`src/rtl/uart_pkt_pkg.sv`:
```
// Shared types and constants for the UART packet deframer.
package uart_pkt_pkg;

  typedef enum logic [2:0] {
    ST_IDLE,
    ST_LEN,
    ST_PAYLOAD,
    ST_CHECK,
    ST_DRAIN
  } state_e;

  localparam logic [7:0] SYNC_BYTE_DEFAULT = 8'hA5;

  typedef logic [7:0] len_t;

  // A LEN byte of zero or beyond the buffer depth cannot be framed.
  function automatic logic is_bad_len(input len_t len, input len_t max_len);
    return (len == 8'd0) || (len > max_len);
  endfunction

endpackage

```
`src/rtl/uart_pkt_buf.sv`:
```
// Single-frame payload store: one write port, one read port with
// registered read data (one clock of read latency).
module uart_pkt_buf #(
  parameter int DEPTH = 16,
  parameter int AW    = 4
) (
  input  logic          clk_i,
  input  logic          wr_en_i,
  input  logic [AW-1:0] wr_addr_i,
  input  logic [7:0]    wr_data_i,
  input  logic [AW-1:0] rd_addr_i,
  output logic [7:0]    rd_data_o
);

  logic [7:0] mem_q [DEPTH];
  logic [7:0] rd_data_q;

  // Write port; contents survive reset and error aborts.
  always_ff @(posedge clk_i) begin
    if (wr_en_i) begin
      mem_q[wr_addr_i] <= wr_data_i;
    end
  end

  // Registered read port, re-read every clock from the presented address.
  always_ff @(posedge clk_i) begin
    rd_data_q <= mem_q[rd_addr_i];
  end

  assign rd_data_o = rd_data_q;

endmodule

```
`src/rtl/uart_pkt_rx.sv`:
```
// Packet deframer: SYNC, LEN, LEN payload bytes, XOR checksum over LEN and
// payload. A frame is buffered until its checksum verifies, then replayed
// on a valid/ready byte stream.
//
// state      | meaning
// -----------+-----------------------------------------------------
// ST_IDLE    | hunting for SYNC_BYTE, other bytes ignored
// ST_LEN     | next byte is the payload length
// ST_PAYLOAD | storing payload bytes and folding them into checksum
// ST_CHECK   | next byte is the checksum
// ST_DRAIN   | replaying the verified frame, incoming bytes dropped
module uart_pkt_rx
  import uart_pkt_pkg::*;
#(
  parameter int         MAX_LEN      = 16,
  parameter int         TIMEOUT_CLKS = 8680,
  parameter logic [7:0] SYNC_BYTE    = SYNC_BYTE_DEFAULT
) (
  input  logic       i_Clock,
  input  logic       i_Rst,
  input  logic       i_RX_Done,
  input  logic [7:0] i_RX_Byte,
  output logic       o_Out_Valid,
  output logic [7:0] o_Out_Byte,
  output logic       o_Out_Last,
  input  logic       i_Out_Ready,
  output logic [7:0] o_Frame_Len,
  output logic       o_Err_Length,
  output logic       o_Err_Checksum,
  output logic       o_Err_Timeout,
  output logic       o_Overrun
);

  localparam int          AW        = (MAX_LEN > 1) ? $clog2(MAX_LEN) : 1;
  localparam int          TW        = (TIMEOUT_CLKS > 1) ? $clog2(TIMEOUT_CLKS) : 1;
  localparam logic [TW-1:0] TMO_TC  = TW'(TIMEOUT_CLKS - 1);
  localparam len_t        MAX_LEN_B = len_t'(MAX_LEN);

  state_e        state_q;
  len_t          len_q;
  logic [7:0]    chk_q;
  len_t          wr_idx_q;
  len_t          rd_idx_q;
  logic [TW-1:0] tmo_q;
  logic          out_valid_q;
  logic          out_last_q;
  len_t          frame_len_q;
  logic          err_len_q;
  logic          err_chk_q;
  logic          err_tmo_q;
  logic          overrun_q;

  logic          handshake;
  logic          in_frame;
  logic          tmo_hit;
  logic          buf_wr_en;
  len_t          len_m1;
  len_t          rd_next;
  logic [AW-1:0] rd_addr_d;
  logic [7:0]    buf_rd_data;

  // Handshake, timeout terminal count and buffer addressing. The read
  // address moves to rd_idx+1 on a handshake so the next byte is already
  // in the read register on the following clock.
  always_comb begin
    handshake = out_valid_q & i_Out_Ready;
    in_frame  = (state_q == ST_LEN) || (state_q == ST_PAYLOAD) ||
                (state_q == ST_CHECK);
    tmo_hit   = in_frame && !i_RX_Done && (tmo_q == TMO_TC);
    len_m1    = len_q - 8'd1;
    rd_next   = rd_idx_q + 8'd1;
    rd_addr_d = handshake ? rd_next[AW-1:0] : rd_idx_q[AW-1:0];
    buf_wr_en = !i_Rst && i_RX_Done && (state_q == ST_PAYLOAD);
  end

  uart_pkt_buf #(
    .DEPTH (MAX_LEN),
    .AW    (AW)
  ) u_buf (
    .clk_i     (i_Clock),
    .wr_en_i   (buf_wr_en),
    .wr_addr_i (wr_idx_q[AW-1:0]),
    .wr_data_i (i_RX_Byte),
    .rd_addr_i (rd_addr_d),
    .rd_data_o (buf_rd_data)
  );

  // Frame FSM with checksum, timeout counter and registered outputs.
  always_ff @(posedge i_Clock) begin
    if (i_Rst) begin
      state_q     <= ST_IDLE;
      len_q       <= '0;
      chk_q       <= '0;
      wr_idx_q    <= '0;
      rd_idx_q    <= '0;
      tmo_q       <= '0;
      out_valid_q <= 1'b0;
      out_last_q  <= 1'b0;
      frame_len_q <= '0;
      err_len_q   <= 1'b0;
      err_chk_q   <= 1'b0;
      err_tmo_q   <= 1'b0;
      overrun_q   <= 1'b0;
    end else begin
      err_len_q <= 1'b0;
      err_chk_q <= 1'b0;
      err_tmo_q <= 1'b0;
      overrun_q <= 1'b0;

      // A strobe always restarts the idle count, even on terminal count.
      if (i_RX_Done || !in_frame || tmo_hit) begin
        tmo_q <= '0;
      end else begin
        tmo_q <= tmo_q + TW'(1);
      end

      unique case (state_q)
        ST_IDLE: begin
          if (i_RX_Done && (i_RX_Byte == SYNC_BYTE)) begin
            state_q <= ST_LEN;
          end
        end

        ST_LEN: begin
          if (i_RX_Done) begin
            if (is_bad_len(i_RX_Byte, MAX_LEN_B)) begin
              err_len_q <= 1'b1;
              state_q   <= ST_IDLE;
            end else begin
              len_q    <= i_RX_Byte;
              chk_q    <= i_RX_Byte;
              wr_idx_q <= '0;
              rd_idx_q <= '0;
              state_q  <= ST_PAYLOAD;
            end
          end else if (tmo_hit) begin
            err_tmo_q <= 1'b1;
            state_q   <= ST_IDLE;
          end
        end

        ST_PAYLOAD: begin
          if (i_RX_Done) begin
            chk_q    <= chk_q ^ i_RX_Byte;
            wr_idx_q <= wr_idx_q + 8'd1;
            if (wr_idx_q == len_m1) begin
              state_q <= ST_CHECK;
            end
          end else if (tmo_hit) begin
            err_tmo_q <= 1'b1;
            state_q   <= ST_IDLE;
          end
        end

        ST_CHECK: begin
          if (i_RX_Done) begin
            if (i_RX_Byte == chk_q) begin
              out_valid_q <= 1'b1;
              out_last_q  <= (len_q == 8'd1);
              frame_len_q <= len_q;
              state_q     <= ST_DRAIN;
            end else begin
              err_chk_q <= 1'b1;
              state_q   <= ST_IDLE;
            end
          end else if (tmo_hit) begin
            err_tmo_q <= 1'b1;
            state_q   <= ST_IDLE;
          end
        end

        ST_DRAIN: begin
          if (i_RX_Done) begin
            overrun_q <= 1'b1;
          end
          if (handshake) begin
            if (out_last_q) begin
              out_valid_q <= 1'b0;
              out_last_q  <= 1'b0;
              frame_len_q <= '0;
              state_q     <= ST_IDLE;
            end else begin
              rd_idx_q   <= rd_next;
              out_last_q <= (rd_next == len_m1);
            end
          end
        end

        default: begin
          state_q <= ST_IDLE;
        end
      endcase
    end
  end

  assign o_Out_Valid    = out_valid_q;
  assign o_Out_Byte     = out_valid_q ? buf_rd_data : 8'h00;
  assign o_Out_Last     = out_last_q;
  assign o_Frame_Len    = frame_len_q;
  assign o_Err_Length   = err_len_q;
  assign o_Err_Checksum = err_chk_q;
  assign o_Err_Timeout  = err_tmo_q;
  assign o_Overrun      = overrun_q;

endmodule

```
`config.mk`:
```
export PLATFORM = sky130hd
export DESIGN_NAME = uart_pkt_rx
export DESIGN_NICKNAME = d
export VERILOG_FILES = /design/src/rtl/uart_pkt_pkg.sv /design/src/rtl/uart_pkt_buf.sv /design/src/rtl/uart_pkt_rx.sv
export SDC_FILE = /design/constraint.sdc
export NUM_CORES = 1
export LEC_CHECK = 0
export CAP_MARGIN = 20
export CORE_ASPECT_RATIO = 0.5
export CORE_UTILIZATION = 51
export CTS_CLUSTER_DIAMETER = 60
export DETAILED_ROUTE_END_ITERATION = 10
export PLACE_DENSITY = 0.71
export SYNTH_ARGS = -nofsm -noshare
export SYNTH_HDL_FRONTEND = slang
export SYNTH_SLANG_ARGS = --single-unit
```
`constraint.sdc`:
```
create_clock -name i_Clock -period 2.1 [get_ports i_Clock]
set_input_delay 0.315 -clock i_Clock [delete_from_list [all_inputs] [get_ports i_Clock]]
set_output_delay 0.315 -clock i_Clock [all_outputs]
set_load 0.01 [all_outputs]
```
# --- Word-level counts from Yosys, hierarchy flattened ---
# Memories as Yosys holds them, arrays and structs flattened. A register that Yosys moved wholly into a read port is not among the register bits.
# Index checks and enable logic that the tools add are counted.
# Widths: inputs -> output; s select.
word_totals:
  latch_bits: 0
  wordCells: 122
  n_memories: 1
  romBits: 0
  inputBits: 12
  mem_bits_rw: 128
  output_inout_bits: 22
  regBits: 63
mem_list:
  columns: ["name", "words", "width", "rd", "rd_ports_with_merged_regs", "write_ports", "line", "source"]
  rows:
  - ["u_buf.mem_q", 16, 8, 1, 1, 1, "uart_pkt_buf.sv:15", "logic [7:0] mem_q [DEPTH];"]
classes:
  mul: 0
  order_cmp: 1
  n_mux: 45
  div_mod_pow: 0
  reduce_logical: 30
  bitwise_logic: 8
  n_shift: 0
  eq_ne: 20
  add_sub_neg: 4
op_table:
  columns: ["operator", "n"]
  rows:
  - ["$mux 8", 13]
  - ["$pmux 8 s2", 4]
  - ["$mux 3", 9]
  - ["$eq 8x8->1", 3]
  - ["$add 8x1->8 const B", 2]
  - ["$ne 2x2->1 const B", 8]
  - ["$pmux 3 s5", 1]
  - ["$add 14x1->14 const B", 1]
  - ["$eq 14x14->1 const B", 1]
  - ["$mux 1", 14]
  - ["$reduce_and 4->1", 3]
  - ["$reduce_or 3->1", 4]
  - ["$reduce_and 5->1", 2]
  - ["$eq 8x1->1 const B", 1]
  - ["$eq 8x8->1 const B", 1]
  - ["$gt 8x5->1 const B", 1]
  - ["$logic_not 8->1", 1]
  - ["$sub 8x1->8 const B", 1]
  - ["$xor 8x8->8", 1]
  - ["$eq 3x2->1 const B", 2]
  - ["$not 1->1", 6]
  - ["$reduce_bool 2->1", 3]
  - ["$logic_and 1x1->1", 5]
  - ["$logic_or 1x1->1", 5]
  - ["other kinds (12)", 16]

# --- Logic depth before layout (Yosys ltp) ---
# Gate-level depths: netlist of the first run.
logic_depth:
  depth_word: 8
  ltp_mapped: 8
  ltp_nobuf: 7

# --- By module ---
# From an unflattened synthesis of the first run, not the netlist that was laid out.
hier_totals:
  cells_unflattened: 638
  hier_area_um2: 8648.3
modules_own_cells:
  columns: ["mod", "seq_area_each_um2", "cells_each", "area_per_inst_um2", "instances"]
  rows:
  - ["uart_pkt_buf", 4003.8, 229, 5147.4, 1]
  - ["uart_pkt_rx", 1261.2, 409, 3500.9, 1]

# --- Least setup slack after synthesis of the first run ---
# No wires, ideal clock.
synth_path:
  path_type: "flip-flop to flip-flop"
  from: "register rd_idx_q[1]"
  to: "register u_buf.rd_data_q[1], in the netlist u_buf.rd_data_o[1], read port of u_buf.mem_q"
  setup_ns: 0.122
  required_ns: 1.978
  path_slack_ns: -0.215
  n_path_buf: 1
  t_arrival_ns: 2.194
  period_less_slack_ns: 2.315
  path_stages_with_launch: 8
  path_cell_list: "dfxtp_1 > ha_1 > nand3_1 > xor2_1 > clkbuf_1 > mux4_2 > a22o_1 > a221o_1"
synth_between:
  elab_chain_cells: 2
synth_lines:
  columns: ["element", "line", "source"]
  rows:
  - ["start: declaration", "uart_pkt_rx.sv:43", "len_t rd_idx_q;"]
  - ["start signal: assignment", "uart_pkt_rx.sv:183", "rd_idx_q <= rd_next;"]
  - ["$add 8x1->8", "uart_pkt_rx.sv:71", "rd_next = rd_idx_q + 8'd1;"]
  - ["$mux 4 (*)", "uart_pkt_rx.sv:72", "rd_addr_d = handshake ? rd_next[AW-1:0] : rd_idx_q[AW-1:0];"]
  - ["end: declaration", "uart_pkt_buf.sv:16", "logic [7:0] rd_data_q;"]
# Mark *: on every way between the ends. The rest lies on a longest branch, timed or not.
# A chain may end at the register's enable or synchronous reset.

# --- Final worst setup path of the first run ---
layout_path:
  from: "register out_valid_q, in the netlist o_Out_Valid"
  to: "register u_buf.rd_data_q[6], in the netlist u_buf.rd_data_o[6], read port of u_buf.mem_q"
layout_between:
  elab_chain_cells: 2
layout_lines:
  columns: ["element", "line", "source"]
  rows:
  - ["start: declaration", "uart_pkt_rx.sv:45", "logic out_valid_q;"]
  - ["start signal: assignment", "uart_pkt_rx.sv:97", "out_valid_q <= 1'b0;"]
  - ["start signal: assignment", "uart_pkt_rx.sv:158", "out_valid_q <= 1'b1;"]
  - ["start signal: assignment", "uart_pkt_rx.sv:178", "out_valid_q <= 1'b0;"]
  - ["$and 1x1->1", "uart_pkt_rx.sv:66", "handshake = out_valid_q & i_Out_Ready;"]
  - ["$mux 4", "uart_pkt_rx.sv:72", null]
# Every way passes these cells.

==> impl_metrics.ini, run 1 <==
[sta]
timing.hold.ws_ns = 0.462
max_clock_freq_mhz = 466
grt_setup_unrepaired = true
worst_pin_slew_ns = 0.608
finalWorstSetupSlack_ns = -0.0473
setup_viol = 7
report.final.slew_viol_count = 0
fin_crit_sh_pct = 102
timing.slew.headroom_pct = 59.4
setup-tns-final_ns = -0.179
clock_skew_ns = 0.0108
post-route-min-period_ns = 2.15
finalHoldViolCount = 0

[yosys]
synthFlopType = edfxtp_1
netlist_area_um2 = 8700
seq_area_frac_synth_pct = 60.5
synth_nets = 686
syn_inst = 666
syn_area_per_cell_um2 = 13.1
synth_edf_count = 128
synth-warning-count = 0
synth_cell_types = 63
ys_ff_latch = 199
synthArstFlopShare_pct = 0

[route]
dr.pass1.iters = 5
wirelength_um = 22700
num_vias = 6189
detail-route-antenna-nets = 0
drc = 0
drtIter0Drc = 640
vias_per_cell = 5.94
wl_per_cell_um = 21.8

[global_route]
grt-ovfl-total = 0
antenna_found_initial = 0
grt_max_degree = 41
grt_pass1_vias = 6201
grt_first_pass_wirelength_um = 34100
groute.usage.overall_pct = 26.3

[layout]
nets = 822
drive_gt1_share_pct = 25.6
area_delta_synth_final_pct = 26.2
layout_commonest_cell = edfxtp_1
antenna_cells = 0
final_cell_mix = edfxtp_1 (128), buf_4 (104), dfxtp_1 (66)
post-route-util_pct = 66.5

[place]
dp_hpwl_um = 13900
numPortBuffers = 33
gp_congestion = 0.856

[hold_path]
whs_endpoint = tmo_q[0]
hp-class = register to register
hp-start = tmo_q[0]
min_path_cells = 1

[worst_setup_path]
required_ns = 2.43
crit_buf_inv = 3
arrival_ns = 2.47
r2r.worst_path.cells = 8
cpMaxStageDelayCell = mux4_2
cp_max_fo = 4
cp-end-kind = register
reg2reg_from = o_Out_Valid
crit_family = multiplexers
reg2reg_slack_ns = -0.05
cp_common_cell = buf_12
slowest_delay_ns = 0.50
crit_chain = nand2_4 -> xor2_4 -> buf_12 -> buf_12 -> buf_16 -> mux4_2 -> a22o_1 -> a221o_1
crit_type = register to register
crit_path_start_kind = register
startpoint = o_Out_Valid
timing.rr.end = u_buf.rd_data_o[6]

[clocking]
cts_num_sinks = 199
clock_tree.root_cell = clkbuf_16
clk_pin_slew_worst_paths_ns = 0.08
cts_hold_buffers = 0
clock_latency_ns = 0.44
cts_buffers = 17
cts_tree = yes
h-tree-depth = 4
clock_path_buffers = 2

[outcome]
status = finished with violations
violations = setup timing

[floorplanning]
initial_utilization_pct = 52.7
dieArea_um2 = 17600
core_area_um2 = 16500
ios = 34
fp-row-count = 33
die_h_um = 94.3
chipWidth_um = 187

[power]
power_mw = 7.80
leakage_nw = 3.87
power-per-cell-area_nw_per_um2 = 711
vdd_drop_max_v = 0.000587

[job]
drv.max_cap_violation_count = 0
-- cell usage after synthesis, drive strengths merged (2+ instances only) --
library cell / instances / share of area (%)
a211oi: 4 / 0.35
a21boi: 5 / 0.43
a21oi: 35 / 2.0
a221o: 8 / 0.92
a22o: 8 / 0.81
a311oi: 3 / 0.30
a31oi: 4 / 0.29
and2: 15 / 1.1
and3: 5 / 0.36
and3b: 2 / 0.20
and4: 3 / 0.30
buf: 11 / 0.85
clkbuf: 25 / 1.1
dfxtp: 71 / 16
edfxtp: 128 / 44
ha: 8 / 1.2
inv: 11 / 0.47
mux2i: 3 / 0.35
mux4: 32 / 8.3
nand2: 53 / 2.3
nand2b: 4 / 0.29
nand3: 24 / 1.4
nand3b: 11 / 0.95
nand4: 8 / 0.65
nor2: 55 / 2.4
nor3: 16 / 0.92
nor3b: 5 / 0.43
nor4: 6 / 0.50
o211ai: 4 / 0.40
o21a: 4 / 0.35
o21ai: 16 / 0.92
o31ai: 6 / 0.58
or3: 5 / 0.37
or3b: 2 / 0.20
or4: 5 / 0.52
or4b: 2 / 0.23
xnor2: 26 / 2.6
xnor3: 3 / 0.78
xor2: 15 / 1.5
-- where the power goes --
part	switching [mW]	internal, mW
sequential	0.000109	4.15
clock	1.65	1.83
combinational	0.105	0.0802
total	1.75	6.05
-- layout make-up --
class                           count  area (um2)
Clock buffer                       18         429
Clock inverter                     14         190
Fill cell                        1162        5540
Inverter                           11        41.3
Multi-Input combinational cell    420        3320
Sequential cell                   199        5270
Tap cell                          227         284
Timing Repair Buffer              153        1440
-- sequential cells by signal, summed over array words and instances, names as in the netlist, 3 cells and up --
register / flops
tmo_q: 14
rd_idx_q: 8
len_q: 8
wr_idx_q: 8
u_buf.rd_data_o: 8
state_q: 3
u_buf.mem_q: 128
chk_q: 8
o_Frame_Len: 8
-- worst max-delay path by stage --
stage	end	cells after the start
floorplan	u_buf.mem_q[0][0]	5
global placement	u_buf.rd_data_o[2]	7
detailed placement	u_buf.rd_data_o[2]	7
CTS	o_Out_Last	5
global route	o_Out_Last	5
finish	u_buf.rd_data_o[6]	8
-- logic make-up after synthesis --
| kind of cell | after synthesis | synth area share [%] |
|---|---|---|
| flip-flops | 199 | 60.5 |
| buffers and inverters | 47 | 2.40 |
| multiplexers | 36 | 8.76 |
| AND/OR/NAND/NOR | 226 | 13.6 |
| adder cells (fa/ha/maj) | 8 | 1.15 |
| AO/OA/AOI/OAI | 105 | 8.40 |
| XOR/XNOR | 45 | 5.18 |
-- metal layers --
layer  share of wire [%]  GRT usage [%]
met1                  41           33.2
met2                  49           45.6
met3                 7.9           5.72
met4                 2.7           9.15
met5                   0              0
-- metrics by stage --
step                      cell area, um2  instances  setup slack (ns)
after detailed placement           10100        999            -0.496
after CTS                          10900       1040           -0.0223
after global routing               11000       1042            -0.105
final                              11000       1042           -0.0473
after global placement             10100        999            -0.447
after floorplan                     8750        666            -0.108
-- timing repair --
item,CTS,global route
setup endpoints to repair,9,15
buffers inserted,6,1
resized for setup,10,18
endpoints found under the hold margin,0,0
cloned,3,2
pin swaps,3,8
(Power assumes the default switching activity.)
==> run 2: changes to the inputs <==
Settings changed: ABC_AREA set to 1, CORE_ASPECT_RATIO 0.5 to 0.8.
==> run 2 against run 1 <==
Critical path type unchanged. The run now ends clean. Synthesized area up 2.4%. Fmax up 7.3%. Final area down 2.7%. Non-clock buffer count decreased by 38. Hold slack worse by 0.014 ns. Sequential cell count unchanged. Setup slack improved by 0.15 ns. Die area grew 2.2%. Via count up 15%.
==> impl_metrics.ini, run 2 <==
[global_route]
antenna_found_initial = 0
grt_first_pass_wirelength_um = 34200
grt-ovfl-total = 0
use_met1_pct = 37.3
gr-max-usage-layer = met1
met2_usage_pct = 37.1
groute.usage.overall_pct = 25.0
grt_use_met3_pct = 4.34
grt_pass1_vias = 6536
grt_max_degree = 45

[outcome]
status = finished, final reports clean

[yosys]
seq_area_frac_synth_pct = 59.1
synth_cell_types = 37
netlist_area_um2 = 8910
yosysMostFrequentCell = nor2_1
syn_inst = 949
synth_nets = 969
synth_top_area_share_pct = 43.1
synthFlopType = edfxtp_1
synth_top_cell_by_area = edfxtp_1
ys_ff_latch = 199
syn_area_per_cell_um2 = 9.39
synth_edf_count = 128
synth-warning-count = 0
synth_common_cells = nor2_1 (167), nand2_1 (162), edfxtp_1 (128)
synth_area_leaders = edfxtp_1 (43%), dfxtp_1 (16%), nor2_1 (7.0%)
synthArstFlopShare_pct = 0

[worst_setup_path]
cp-end-kind = register
arrival_ns = 2.38
cp_max_fo = 20
crit_path_start_kind = register
crit_type = register to register
required_ns = 2.48

[layout]
largest-register = u_buf.mem_q
fin_area_um2 = 10700
largest_reg_flops = 128
drive_gt1_share_pct = 13.2
layout_commonest_cell = nor2_1
nets = 1069
multi_input_area_um2 = 3180
reg.largest.list = u_buf.mem_q: 128 flops, tmo_q: 14 flops
stdcell_count = 1282
post-route-util_pct = 63.6
final_cell_mix = nor2_1 (167), nand2_1 (161), edfxtp_1 (128)
ff_latch_area_um2 = 5270
area_delta_synth_final_pct = 20.0
fill_cells = 1394
antenna_cells = 0

[floorplanning]
ios = 34
dieArea_um2 = 18000
core_area_um2 = 16800
fp-row-count = 42
chipWidth_um = 150
die_h_um = 120
initial_utilization_pct = 53.0

[route]
dr.pass1.iters = 7
drc = 0
vias_per_cell = 5.55
wirelength_um = 21800
detail-route-antenna-nets = 0
wl_per_cell_um = 17.0
num_vias = 7114
drtIter0Drc = 695

[sta]
fin_crit_sh_pct = 95.3
timing.slew.headroom_pct = 65.5
setup_viol = 0
finalHoldViolCount = 0
clock_skew_ns = 0.00761
post-route-min-period_ns = 2.00
max_clock_freq_mhz = 500
setup-tns-final_ns = 0
worst_pin_slew_ns = 0.513
timing.hold.ws_ns = 0.448
report.final.slew_viol_count = 0
finalWorstSetupSlack_ns = 0.0987
grt_setup_unrepaired = false

[place]
dp_hpwl_um = 14900
dp_slack_ns = -0.116
numPortBuffers = 33
placed_area_um2 = 10000
gp_congestion = 0.884
placed_cells = 1247

[clocking]
cts_tree = yes
cts_num_sinks = 199
h-tree-depth = 4
cts_hold_buffers = 0
clock_latency_ns = 0.44
clock_path_buffers = 2
clock_tree.root_cell = clkbuf_16
clk_pin_slew_worst_paths_ns = 0.07
cts_buffers = 17

[power]
leakage_nw = 3.92
vdd_drop_max_v = 0.000648
power-per-cell-area_nw_per_um2 = 732
power_mw = 7.82

[job]
drv.max_cap_violation_count = 0

[hold_path]
hp-class = register to register
## run 2: changes by cell type in the layout (fill, tap and decap cells not counted), sizes merged, moves of 10 or more
cell	before	now
nand2	53	165
nand3	24	73
mux4	32	0
nand3b	11	1
buf	118	81
o21ai	16	76
o211ai	4	33
xnor2	26	9
and2	15	0
nor2	55	170
inv	17	74
## run 2: per-layer routing
| layer | wire, um | up-vias |
|---|---|---|
| li1 | - | 3459 |
| met1 | 9930 | 3338 |
| met2 | 9680 | 295 |
| met3 | 1900 | 22 |
| met4 | 274 | 0 |
| met5 | 0 | - |
## run 2: cell type report
cell class | count | share of cell area [%]
flip-flops and latches | 199 | 49.3
clock buffers | 18 | 4.11
multi-input cells | 643 | 29.8
clock inverters | 14 | 1.39
repair buffers | 115 | 10.3
well taps | 220 | 2.58
inverters | 73 | 2.59
## run 2: where the power goes
part	switching, mW	internal (mW)
sequential	0.0169	4.17
clock	1.46	1.80
combinational	0.239	0.137
## run 2: final timing paths
| kind | slack [ns] | end | cells after the start | startpoint |
|---|---|---|---|---|
| max | 0.1 | u_buf.rd_data_o[2] | 10 | rd_idx_q[0] |
| min reg2reg | 0.45 | tmo_q[0] | 1 | tmo_q[0] |
| min | 0.45 | tmo_q[0] | 1 | tmo_q[0] |
| max reg2reg | 0.1 | u_buf.rd_data_o[2] | 10 | rd_idx_q[0] |
## run 2: cell families (layout without fill, tap and decap cells)
| logic type | Yosys count | count (layout) | share of synthesized area [%] |
|---|---|---|---|
| AOI/OAI and AO/OA | 162 | 162 | 10.6 |
| xor gates and xnor gates | 24 | 24 | 2.36 |
| adders and majority gates | 8 | 8 | 1.12 |
| buffers and inverters | 107 | 220 | 5.20 |
| DFF | 199 | 199 | 59.1 |
| and+or+nand+nor | 449 | 449 | 21.6 |
## run 2: what timing repair did
item                                    CTS  global route
endpoints found under the setup margin    8             7
resized for setup                         2             3
pin swaps                                 0             1
cloned                                    0             1
buffers inserted                          0             2
## run 2: critical path: stages, from the launching register on
cell      delay [ns]
dfxtp_2         0.36
ha_1            0.33
inv_1           0.09
nor2_2          0.06
a21oi_4         0.17
buf_4           0.15
buf_12          0.14
o21ai_0         0.09
o211ai_1        0.27
nand3_1         0.18
nand2_1         0.11
